`src/rtl/alu_pkg.sv`:
```
// Shared types and constants for the ALU command sequencer.
// Opcodes, FSM states and the command bundle carried through the FIFO.
package alu_pkg;

  typedef enum logic [3:0] {
    OP_ADD  = 4'd0,
    OP_INC  = 4'd1,
    OP_SUB  = 4'd2,
    OP_DEC  = 4'd3,
    OP_MUL  = 4'd4,
    OP_DIV  = 4'd5,
    OP_SHL  = 4'd6,
    OP_SHR  = 4'd7,
    OP_INV  = 4'd8,
    OP_AND  = 4'd9,
    OP_OR   = 4'd10,
    OP_NAND = 4'd11,
    OP_NOR  = 4'd12,
    OP_XOR  = 4'd13,
    OP_XNOR = 4'd14,
    OP_BUF  = 4'd15
  } op_t;

  typedef enum logic [1:0] {
    S_IDLE,
    S_ISSUE,
    S_RESULT
  } state_t;

  localparam logic [15:0] DIV_ZERO_RESULT = 16'hFFFF;
  localparam int CMD_W = 20;

  typedef struct packed {
    logic [3:0] op;
    logic [7:0] a;
    logic [7:0] b;
  } cmd_t;

  function automatic logic is_div0(cmd_t c);
    return (c.op == OP_DIV) && (c.b == 8'd0);
  endfunction

endpackage

```
`src/rtl/sync_fifo.sv`:
```
// Single-clock FIFO, power-of-two depth, simultaneous push/pop.
// Push while full and pop while empty are ignored.
module sync_fifo #(
  parameter int WIDTH = 20,
  parameter int DEPTH = 4
) (
  input  logic             clk,
  input  logic             rst_n,
  input  logic             push,
  input  logic [WIDTH-1:0] din,
  input  logic             pop,
  output logic [WIDTH-1:0] dout,
  output logic             full,
  output logic             empty
);

  localparam int AW = $clog2(DEPTH);

  logic [WIDTH-1:0] mem [DEPTH];
  logic [AW-1:0]    wptr;
  logic [AW-1:0]    rptr;
  logic [AW:0]      cnt;
  logic             do_push;
  logic             do_pop;

  assign full    = (cnt == (AW+1)'(DEPTH));
  assign empty   = (cnt == '0);
  assign do_push = push & ~full;
  assign do_pop  = pop & ~empty;
  assign dout    = mem[rptr];

  always_ff @(posedge clk) begin
    if (do_push) mem[wptr] <= din;
  end

  // pointers wrap naturally because DEPTH is a power of two
  always_ff @(posedge clk or negedge rst_n) begin
    if (!rst_n) begin
      wptr <= '0;
      rptr <= '0;
      cnt  <= '0;
    end else begin
      if (do_push) wptr <= wptr + 1'b1;
      if (do_pop)  rptr <= rptr + 1'b1;
      case ({do_push, do_pop})
        2'b10:   cnt <= cnt + 1'b1;
        2'b01:   cnt <= cnt - 1'b1;
        default: cnt <= cnt;
      endcase
    end
  end

endmodule

```
`src/rtl/alu_cmd_sequencer.sv`:
```
// Queues ALU commands, issues each for one cycle to an external ALU,
// and holds the captured result until the consumer accepts it.
module alu_cmd_sequencer
  import alu_pkg::*;
#(
  parameter int DEPTH = 4
) (
  input  logic        clk,
  input  logic        rst_n,
  input  logic        cmd_valid,
  output logic        cmd_ready,
  input  logic [7:0]  cmd_a,
  input  logic [7:0]  cmd_b,
  input  logic [3:0]  cmd_op,
  output logic [7:0]  alu_a,
  output logic [7:0]  alu_b,
  output logic [3:0]  alu_com,
  output logic        alu_en,
  input  logic [15:0] alu_y,
  output logic        res_valid,
  input  logic        res_ready,
  output logic [15:0] res_data,
  output logic [3:0]  res_op,
  output logic        res_err,
  output logic        busy
);

  state_t           state;
  state_t           nstate;
  cmd_t             in_cmd;
  cmd_t             head;
  cmd_t             cur;
  logic [CMD_W-1:0] head_bits;
  logic             pop;
  logic             full;
  logic             empty;

  assign in_cmd = '{op: cmd_op, a: cmd_a, b: cmd_b};
  assign head   = head_bits;

  sync_fifo #(
    .WIDTH(CMD_W),
    .DEPTH(DEPTH)
  ) u_fifo (
    .clk  (clk),
    .rst_n(rst_n),
    .push (cmd_valid),
    .din  (in_cmd),
    .pop  (pop),
    .dout (head_bits),
    .full (full),
    .empty(empty)
  );

  assign cmd_ready = ~full;
  assign busy      = ~empty | (state != S_IDLE);
  assign alu_a     = cur.a;
  assign alu_b     = cur.b;
  assign alu_com   = cur.op;

  always_comb begin
    nstate    = state;
    pop       = 1'b0;
    alu_en    = 1'b0;
    res_valid = 1'b0;
    unique case (state)
      S_IDLE: begin
        if (!empty) begin
          pop    = 1'b1;
          nstate = S_ISSUE;
        end
      end
      S_ISSUE: begin
        // a divide by zero never reaches the ALU bus
        alu_en = ~is_div0(cur);
        nstate = S_RESULT;
      end
      S_RESULT: begin
        res_valid = 1'b1;
        if (res_ready) begin
          if (!empty) begin
            pop    = 1'b1;
            nstate = S_ISSUE;
          end else begin
            nstate = S_IDLE;
          end
        end
      end
      default: nstate = S_IDLE;
    endcase
  end

  always_ff @(posedge clk or negedge rst_n) begin
    if (!rst_n) begin
      state    <= S_IDLE;
      cur      <= '0;
      res_data <= '0;
      res_op   <= '0;
      res_err  <= 1'b0;
    end else begin
      state <= nstate;
      if (pop) cur <= head;
      if (state == S_ISSUE) begin
        res_data <= is_div0(cur) ? DIV_ZERO_RESULT : alu_y;
        res_op   <= cur.op;
        res_err  <= is_div0(cur);
      end
    end
  end

endmodule

```
`config.mk`:
```
export PLATFORM = sky130hd
export DESIGN_NAME = alu_cmd_sequencer
export DESIGN_NICKNAME = d
export VERILOG_FILES = /design/src/rtl/alu_pkg.sv /design/src/rtl/sync_fifo.sv /design/src/rtl/alu_cmd_sequencer.sv
export SDC_FILE = /design/constraint.sdc
export NUM_CORES = 1
export LEC_CHECK = 0
export BUFFER_PORTS_ARGS = -buffer_cell sky130_fd_sc_hd__buf_2
export CAP_MARGIN = 20
export CELL_PAD_IN_SITES_DETAIL_PLACEMENT = 1
export CELL_PAD_IN_SITES_GLOBAL_PLACEMENT = 1
export CORE_ASPECT_RATIO = 1.4
export CORE_MARGIN = 1.5
export CORE_UTILIZATION = 47
export DETAILED_ROUTE_END_ITERATION = 12
export PLACE_DENSITY = 0.87
export SLEW_MARGIN = 20
export SYNTH_ARGS = -nofsm -noshare
export SYNTH_HDL_FRONTEND = slang
export SYNTH_SLANG_ARGS = --single-unit
export TNS_END_PERCENT = 100
```
`constraint.sdc`:
```
create_clock -name clk -period 2.6 [get_ports clk]
set_clock_uncertainty 0.2 [all_clocks]
set_input_delay 0.13 -clock clk [delete_from_list [all_inputs] [get_ports clk]]
set_output_delay 0.13 -clock clk [all_outputs]
set_load 0.05 [all_outputs]
```
Word-level counts from Yosys, hierarchy flattened:

Memories as Yosys holds them, arrays and structs flattened. A register that Yosys moved wholly into a read port is not among the register bits.
Index checks and enable logic that the tools add are counted.

* add/sub/neg operators: 4
* equality and inequality tests: 8
* multiplexer cells: 13
* bitwise logic cells: 6
* reduce and logical (&&, ||, !) cells: 8

Operators by type and width (number)
* two-way mux 16 bit: 1
* zero test 8 bit: 1
* two-way mux 1 bit: 7
* case mux 2 bit (3 select lines): 1
* case mux 3 bit (2 select lines): 1
* adder 2 x 1 -> 2 bit (second input constant): 2
* == test 2 x 1 -> 1 bit (second input constant): 2
* == test 2 bit (second input constant): 2
* == test 4 x 3 -> 1 bit (second input constant): 1
* two-way mux 2 bit: 2
* != test 2 bit (second input constant): 2
* nonzero test 2 bit: 2
* adder 3 x 1 -> 3 bit (second input constant): 1
* == test 3 bit (second input constant): 1
* zero test 3 bit: 1
* NOT 1 bit: 3
* subtractor 3 x 1 -> 3 bit (second input constant): 1
* AND 1 bit: 2
* zero test 2 bit: 1
* case mux 1 bit (2 select lines): 1
* AND reduction 2 bit: 1
* logical AND 1 bit: 1
* zero test 1 bit: 1
* bitwise OR 1 bit: 1

* bits in registers: 30
* bits in writable memories: 80
* output and inout port bits: 45
* memories: 1

Memories
* u_fifo.mem: depth 4, width 20, rd ports 1, clocked after memory_dff 1, write ports 1, line sync_fifo.sv:19 `logic [WIDTH-1:0] mem [DEPTH];`

Depth between registers and ports, before layout:

Gate-level depths: netlist of the first run.

* depth after elaboration: 7
* depth in mapped cells: 9

Modules after synthesis:

A second synthesis of the first run with hierarchy kept.

* cell total of the unflattened synthesis: 289
* area, all modules: 5107.4 µm²

By module, submodules not included
* sync_fifo: times used 1, cells an instance 141, area an instance 3331.9 µm², seq. area each 2577.5 µm²
* alu_cmd_sequencer: times used 1, cells an instance 148, area an instance 1775.5 µm², seq. area each 1076.0 µm²

Worst setup path after synthesis of the first run:

No wires, ideal clock.

* path kind: flip-flop to flip-flop
* start: register u_fifo.cnt[0]
* end: register u_fifo.cnt[2]
* setup time: 0.079 ns
* arrival: 2.118 ns
* data required time: 2.321 ns
* setup slack: 0.202 ns
* cell stages (with the launch flop): 10
* path buffers: 0
* path through: dfrtp_1 or3b_4 and2_4 inv_1 ha_1 inv_1 fa_1 xor2_1 nor2_1 xor2_1

* elaborated cells between the ends (all ways): 15
* those cells by class: add/sub (2); eq/ne (3); mux (4); bitwise (4); reduce/logical (2)

RTL lines
* start, declared: line sync_fifo.sv:22 `logic [AW:0] cnt;`
* start signal, assigned: line sync_fifo.sv:46 `2'b10: cnt <= cnt + 1'b1;`
* start signal, assigned: line sync_fifo.sv:47 `2'b01: cnt <= cnt - 1'b1;`
* start signal, assigned: line sync_fifo.sv:48 `default: cnt <= cnt;`
* == test 3 bit *: line sync_fifo.sv:26 `assign full = (cnt == (AW+1)'(DEPTH));`
* NOT 1 bit *
* net cmd_ready: line alu_cmd_sequencer.sv:11 `output logic cmd_ready,`
* AND 1 bit *: line sync_fifo.sv:28 `assign do_push = push & ~full;`
* == test 2 x 1 -> 1 bit or == test 2 bit (tied branches): line sync_fifo.sv:45 `case ({do_push, do_pop})`
* case mux 3 bit (2 select lines) or nonzero test 2 bit (tied branches)

The timed path passes the listed nets; every way through them passes the cells marked *.
A chain may end at the register's enable or synchronous reset.

Worst setup path in the final report of the first run:

* start: register u_fifo.cnt[0]
* end: register u_fifo.cnt[2]

* longest elaborated chain between the ends: 7
* elaborated cells between the ends (all ways): 15
* those cells by class: add/sub (2); eq/ne (3); mux (4); bitwise (4); reduce/logical (2)

Ends and longest elaborated chain
* zero test 3 bit: line sync_fifo.sv:27 `assign empty = (cnt == '0);`
* two-way mux 1 bit: line alu_cmd_sequencer.sv:68, alu_cmd_sequencer.sv:81
* two-way mux 1 bit: line alu_cmd_sequencer.sv:80 `if (res_ready) begin`
* case mux 1 bit (2 select lines): line alu_cmd_sequencer.sv:66 `unique case (state)`
* AND 1 bit: line sync_fifo.sv:29 `assign do_pop = pop & ~empty;`
* == test 2 x 1 -> 1 bit or == test 2 bit (tied branches): line sync_fifo.sv:45
* case mux 3 bit (2 select lines) or nonzero test 2 bit (tied branches)

Several ways; a longest one is shown, not always the timed one.

==> results.yml, run 1 <==
drt:
  via_per_inst: 5.054
  vias: 2921
  post_drt_wl_per_cell_um: 20.22
  initialDrtViolationCount: 116
  drc_errors: 0
  drt_pass1_iterations: 4
  drtAntennaViolNets: 0
  routed_wl_um: 11690
layout:
  num-fill-cells: 955
  final-seq-area_um2: 3654
  most-common-layout-cells: "buf_2, edfxtp_1, dfrtp_1, dlygate4sd3_1, nor2_1"
  finalNetCount: 472
  drive_above_1_share: 0.3736
  area_growth_pct: 29.24
  multi_input_area_um2: 1344
  final_common_cell: "buf_2"
global_route:
  antenna_found_initial: 1
  grt_pass1_vias: 3401
  grt_max_degree: 27
  overflow: 0
  grt_usage: 0.2194
  grt_pass1_wl_um: 18390
power_and_ir_drop:
  clock_power_share: 0.224
  p_int_w: 0.005597
  p_switching_w: 0.003651
  sw_frac_of_total: 0.3948
  vdd_ir_drop_max_mv: 0.6511
  p_leak_nw: 2.688
  combPwrFrac: 0.422
  power.density_nw_per_um2: 1403
  seq_power_share: 0.354
synthesis:
  ys_warn_count: 0
  synth_area_um2: 5100
  yosysUniqueCellTypes: 32
  synth_flop_cell: "edfxtp_1"
  synth_edf_count: 80
  syn_inst: 288
  avgSynthCellArea_um2: 17.71
  ys_ff_latch: 130
  synth_nets: 334
  synth_seq_area_share: 0.7164
  async_flop_share: 0.3846
timing:
  period_share: 0.9553
  max_slew_margin: 0.3030
  slew_viol_final: 0
  fmax_mhz: 402.6
  worst_pin_slew_ps: 1046
  setup_viol: 0
  hold_violations: 0
  tns_ps: 0
  fin_crit_ps: 2484
  hold_ws_ps: 56.59
  rsz0062_at_grt: "false"
clock_tree:
  cts_tree: "built"
  cts.sinks: 130
  cts_buffer_depth: 2
  cts-root-buf: "clkbuf_16"
  path_clk_slew_ps: 50
  cts_setup_buffers: 0
  cts_buffers: 17
  cts.htree.levels: 4
  clk_latency_ps: 410
min_path:
  hp-class: "in -> async"
worst_setup_path:
  r2r-end: "u_fifo.cnt[2]$_DFFE_PN0P_"
  worstSetupEndpointType: "flip-flop"
  cp_slowest_cell: "or3b_4"
  max_stage_delay_ps: 450
  start_kind: "flip-flop"
  required_ps: 2730
  regToRegStartpoint: "u_fifo.cnt[0]$_DFFE_PN0P_"
  worstPathArrival_ps: 2620
  worstSetupPathType: "reg -> reg"
  reg2reg_setup_slack_ps: 120
  crit_chain: "or3b_4 -> and2_4 -> inv_1 -> ha_1 -> inv_1 -> fa_1 -> xor2_1 -> nor2_1 -> xor2_1"
  critical_path.max_fanout: 6
  reg2reg_depth: 9
  crit_start: "u_fifo.cnt[0]$_DFFE_PN0P_"
placed_design:
  io_buffers: 84
  dpl.hpwl_um: 6727
  gp_congestion: 0.7193
flow_run:
  maxCapViolations: 0
floorplanning:
  dieArea_um2: 11490
  die_w_um: 91.04
  die_height_um: 126.3
  ios: 85
  start_util: 0.4876
  core_area_um2: 10460
  fp-row-count: 44
status:
  status: "finished, final reports clean"
area by class of cell:
class,instances,area share
Sequential cell,130,0.5543
Multi-Input combinational cell,139,0.2039
Timing Repair Buffer,131,0.1321
Clock buffer,26,0.07422
Tap cell,138,0.02620
Clock inverter,6,0.004935
Inverter,7,0.003986
Antenna cell,1,0.0003797
cell usage after synthesis (2+ instances only):
library cell  number  share of area
xnor2_1            2         0.0034
nor2b_1            2         0.0025
nand2b_1           2         0.0025
a21oi_1           16          0.016
edfxtp_1          80           0.47
clkbuf_1           7         0.0052
nand2_1           14          0.010
nor4b_2            2         0.0059
mux2_4            19          0.056
xor2_1             4         0.0069
nor2_1            34          0.025
o21ai_0            2         0.0020
mux4_1             2          0.010
inv_1              7         0.0052
mux2_2             2         0.0044
ha_1               5          0.012
dfrtp_1           50           0.25
and3_1             4         0.0049
mux4_2            18          0.079
buf_6              4         0.0088
through the flow:
step	worst slack [ps]	area [um^2]	total power (W)	util	cells
final	116.3	6591	0.009249	0.6301	578
after global routing	45.87	6591	0.009670	0.6301	578
after CTS	171.6	6589	0.009299	0.6299	577
after detailed placement	221.6	5677	0.007111	0.5427	506
after global placement	276.7	5677	0.006934	0.5427	506
after floorplan	202.5	5100	0.006206	-	288
per-layer routing:
metal	up-vias	share of wire	GRT usage	routed length [um]
li1	1348	-	-	-
met1	1479	0.39	0.2450	4580
met2	83	0.56	0.3946	6539
met3	11	0.035	0.05676	410
met4	0	0.013	0.09007	155
met5	-	0	0	0
registers in the layout, indices dropped and copies added, names as in the netlist:
signal,count
res_op,4
u_fifo.wptr,2
u_fifo.mem,80
alu_a,8
state,2
res_data,16
alu_com,4
u_fifo.rptr,2
res_err,1
u_fifo.cnt,3
alu_b,8
worst max-delay path by stage:
| stage | depth (start not counted) | slack, ps | to |
|---|---|---|---|
| after floorplan | 9 | 200 | u_fifo.cnt[2]$_DFFE_PN0P_ |
| after global placement | 9 | 280 | u_fifo.cnt[2]$_DFFE_PN0P_ |
| after detailed placement | 9 | 220 | u_fifo.cnt[2]$_DFFE_PN0P_ |
| after CTS | 9 | 170 | u_fifo.cnt[2]$_DFFE_PN0P_ |
| after global routing | 9 | 50 | u_fifo.cnt[2]$_DFFE_PN0P_ |
| final | 9 | 120 | u_fifo.cnt[2]$_DFFE_PN0P_ |
critical path, delay by kind of cell (launching register included):
family / cells / cell delay [ps]
XOR/XNOR: 2 / 310
adder cells (fa/ha/maj): 2 / 560
buffers and inverters: 2 / 140
flip-flops: 1 / 420
AND/OR/NAND/NOR: 3 / 770
power groups by stage:
| stage | registers, W | logic (W) | clock network [W] |
|---|---|---|---|
| 3_5_place_dp | 0.00329 | 0.00382 | 0 |
| 6_report | 0.00328 | 0.00390 | 0.00207 |
| 4_1_cts | 0.00327 | 0.00391 | 0.00212 |
| 2_1_floorplan | 0.00431 | 0.00190 | 0 |
| 3_3_place_gp | 0.00323 | 0.00370 | 0 |
| 5_1_grt | 0.00334 | 0.00413 | 0.00220 |
kinds of logic after synthesis:
logic type / synth area share
mux: 0.1521
simple gates: 0.06600
fa+ha+maj: 0.01619
compound gates: 0.01889
xor+xnor: 0.01030
flops: 0.7164
buf+inv: 0.02012
timing repair:
action | in CTS | in global routing
gates resized for setup | 0 | 0
endpoints found under the setup margin | 0 | 0
endpoints found under the hold margin | 134 | 0
hold buffers | 39 | 0
(Power assumes the default switching activity.)
==> run 2: changes to the inputs <==
--- a/config.mk
+++ b/config.mk
@@ -13,7 +13,9 @@
 export CORE_MARGIN = 1.5
 export CORE_UTILIZATION = 47
 export DETAILED_ROUTE_END_ITERATION = 12
-export PLACE_DENSITY = 0.87
+export GPL_TIMING_DRIVEN = 0
+export MAX_ROUTING_LAYER = met4
+export PLACE_DENSITY = 0.9
 export SLEW_MARGIN = 20
 export SYNTH_ARGS = -nofsm -noshare
 export SYNTH_HDL_FRONTEND = slang
==> results.yml, run 2 (synthesis results as in run 1) <==
floorplanning:
  ios: 85
  dieArea_um2: 11490
  die_w_um: 91.04
  die_height_um: 126.3
  start_util: 0.4876
  fp-row-count: 44
  core_area_um2: 10460
drt:
  vias: 3006
  drtAntennaViolNets: 0
  post_drt_wl_per_cell_um: 20.76
  drc_errors: 0
  routed_wl_um: 12230
  initialDrtViolationCount: 127
  drt_pass1_iterations: 4
  via_per_inst: 5.104
worst_setup_path:
  required_ps: 2720
  reg2reg_setup_slack_ps: 30
  start_kind: "flip-flop"
  r2r-end: "u_fifo.cnt[2]$_DFFE_PN0P_"
  critical_path.max_fanout: 6
  worstPathArrival_ps: 2690
  regToRegStartpoint: "u_fifo.cnt[0]$_DFFE_PN0P_"
  worstSetupEndpointType: "flip-flop"
  reg2reg_depth: 9
  worstSetupPathType: "reg -> reg"
timing:
  max_slew_margin: 0.2857
  worst_slack_ps: 34.23
  setup_viol: 0
  worst_pin_slew_ps: 1072
  period_share: 0.9868
  tns_ps: 0
  fin_crit_ps: 2566
  hold_ws_ps: 90.93
  slew_viol_final: 0
  fmax_mhz: 389.7
  hold_violations: 0
clock_tree:
  path_clk_slew_ps: 60
  cts-root-buf: "clkbuf_16"
  cts_buffer_depth: 2
  cts_buffers: 17
  clk_latency_ps: 410
  cts_tree: "built"
  cts.sinks: 130
  cts.htree.levels: 4
placed_design:
  place_inst: 510
  place_area_um2: 5695
  pre_cts_ws_ps: 113.0
  io_buffers: 84
  gp_congestion: 0.7509
  dpl.hpwl_um: 7128
layout:
  final-seq-area_um2: 3654
  area_growth_pct: 32.73
  insertedDiodeCount: 0
  largest-register: "u_fifo.mem"
  final_common_cell: "buf_2"
  stdcell_count: 589
  top_regs: "u_fifo.mem x80, res_data x16"
  most-common-layout-cells: "buf_2, edfxtp_1, dfrtp_1, dlygate4sd3_1, nor2_1"
  largest_reg_flops: 80
  finalNetCount: 484
  num-fill-cells: 961
  final_area_um2: 6769
  drive_above_1_share: 0.3925
  multi_input_area_um2: 1350
status:
  status: "finished, final reports clean"
global_route:
  grt_pass1_vias: 3406
  grt_pass1_wl_um: 18910
  grt_usage: 0.2334
  antenna_found_initial: 0
  grt_max_degree: 51
  overflow: 0
power_and_ir_drop:
  vdd_ir_drop_max_mv: 0.6658
  power.density_nw_per_um2: 1447
  p_leak_nw: 2.769
flow_run:
  maxCapViolations: 0
min_path:
  hp-class: "in -> async"
==> run 2: changes by cell type in the layout (fill, tap and decap cells not counted), moves of 3 or more <==
cell	before	now
and3_1	4	1
and3_2	0	3
buf_6	0	3
clkbuf_1	6	9
clkbuf_16	17	20
==> run 2: power breakdown <==
| part | switching (W) | internal (W) | leakage, nW |
|---|---|---|---|
| clock network | 0.000840 | 0.00156 | 0.305 |
| registers | 0.000395 | 0.00290 | 1.31 |
| logic | 0.00257 | 0.00154 | 1.15 |
| total | 0.00380 | 0.00599 | 2.77 |
==> run 2: worst max-delay path by stage <==
stage / startpoint / end / depth (start not counted)
after floorplan: u_fifo.cnt[0]$_DFFE_PN0P_ / u_fifo.cnt[2]$_DFFE_PN0P_ / 9
after global placement: state[1]$_DFFE_PN0P_ / u_fifo.cnt[2]$_DFFE_PN0P_ / 9
after detailed placement: state[1]$_DFFE_PN0P_ / u_fifo.cnt[2]$_DFFE_PN0P_ / 9
after CTS: state[1]$_DFFE_PN0P_ / u_fifo.cnt[2]$_DFFE_PN0P_ / 9
after global routing: u_fifo.cnt[0]$_DFFE_PN0P_ / u_fifo.cnt[2]$_DFFE_PN0P_ / 9
final: u_fifo.cnt[0]$_DFFE_PN0P_ / u_fifo.cnt[2]$_DFFE_PN0P_ / 9
==> run 2: routing by layer <==
layer | up-vias | track usage | wire length (um)
li1 | 1373 | - | -
met1 | 1507 | 0.2588 | 4802
met2 | 100 | 0.3911 | 6602
met3 | 26 | 0.06280 | 552
met4 | 0 | 0.1066 | 274
met5 | - | - | 0
==> run 2: repair_timing <==
| action | 4_1_cts | 5_1_grt |
|---|---|---|
| gates cloned | 0 | 0 |
| pin swaps | 0 | 4 |
| endpoints found under the hold margin | 150 | 0 |
| endpoints found under the setup margin | 1 | 1 |
| hold buffers | 39 | 0 |
| resized for setup | 1 | 1 |
| setup buffers | 1 | 7 |
==> run 2: area by class of cell <==
class	count	area share
inverter	7	0.003882
timing repair buffer	131	0.1290
multi-input combinational	139	0.1994
clock buffer	25	0.08115
clock inverter	7	0.009427
tap	138	0.02551
buffer	12	0.01183
sequential	130	0.5397
==> run 2: critical path: stages (launching register included) <==
cell	delay, ps
dfrtp_1	410
or3b_4	430
and2_4	200
inv_1	50
ha_2	190
inv_1	60
fa_1	390
xor2_1	160
nor2_1	190
xor2_1	190
==> run 2: through the flow <==
stage,utilization,total power (W)
6_report,0.6471,0.009798
3_5_place_dp,0.5445,0.007216
4_1_cts,0.6415,0.009739
2_1_floorplan,-,0.006206
3_3_place_gp,0.5443,0.006976
5_1_grt,0.6471,0.01021
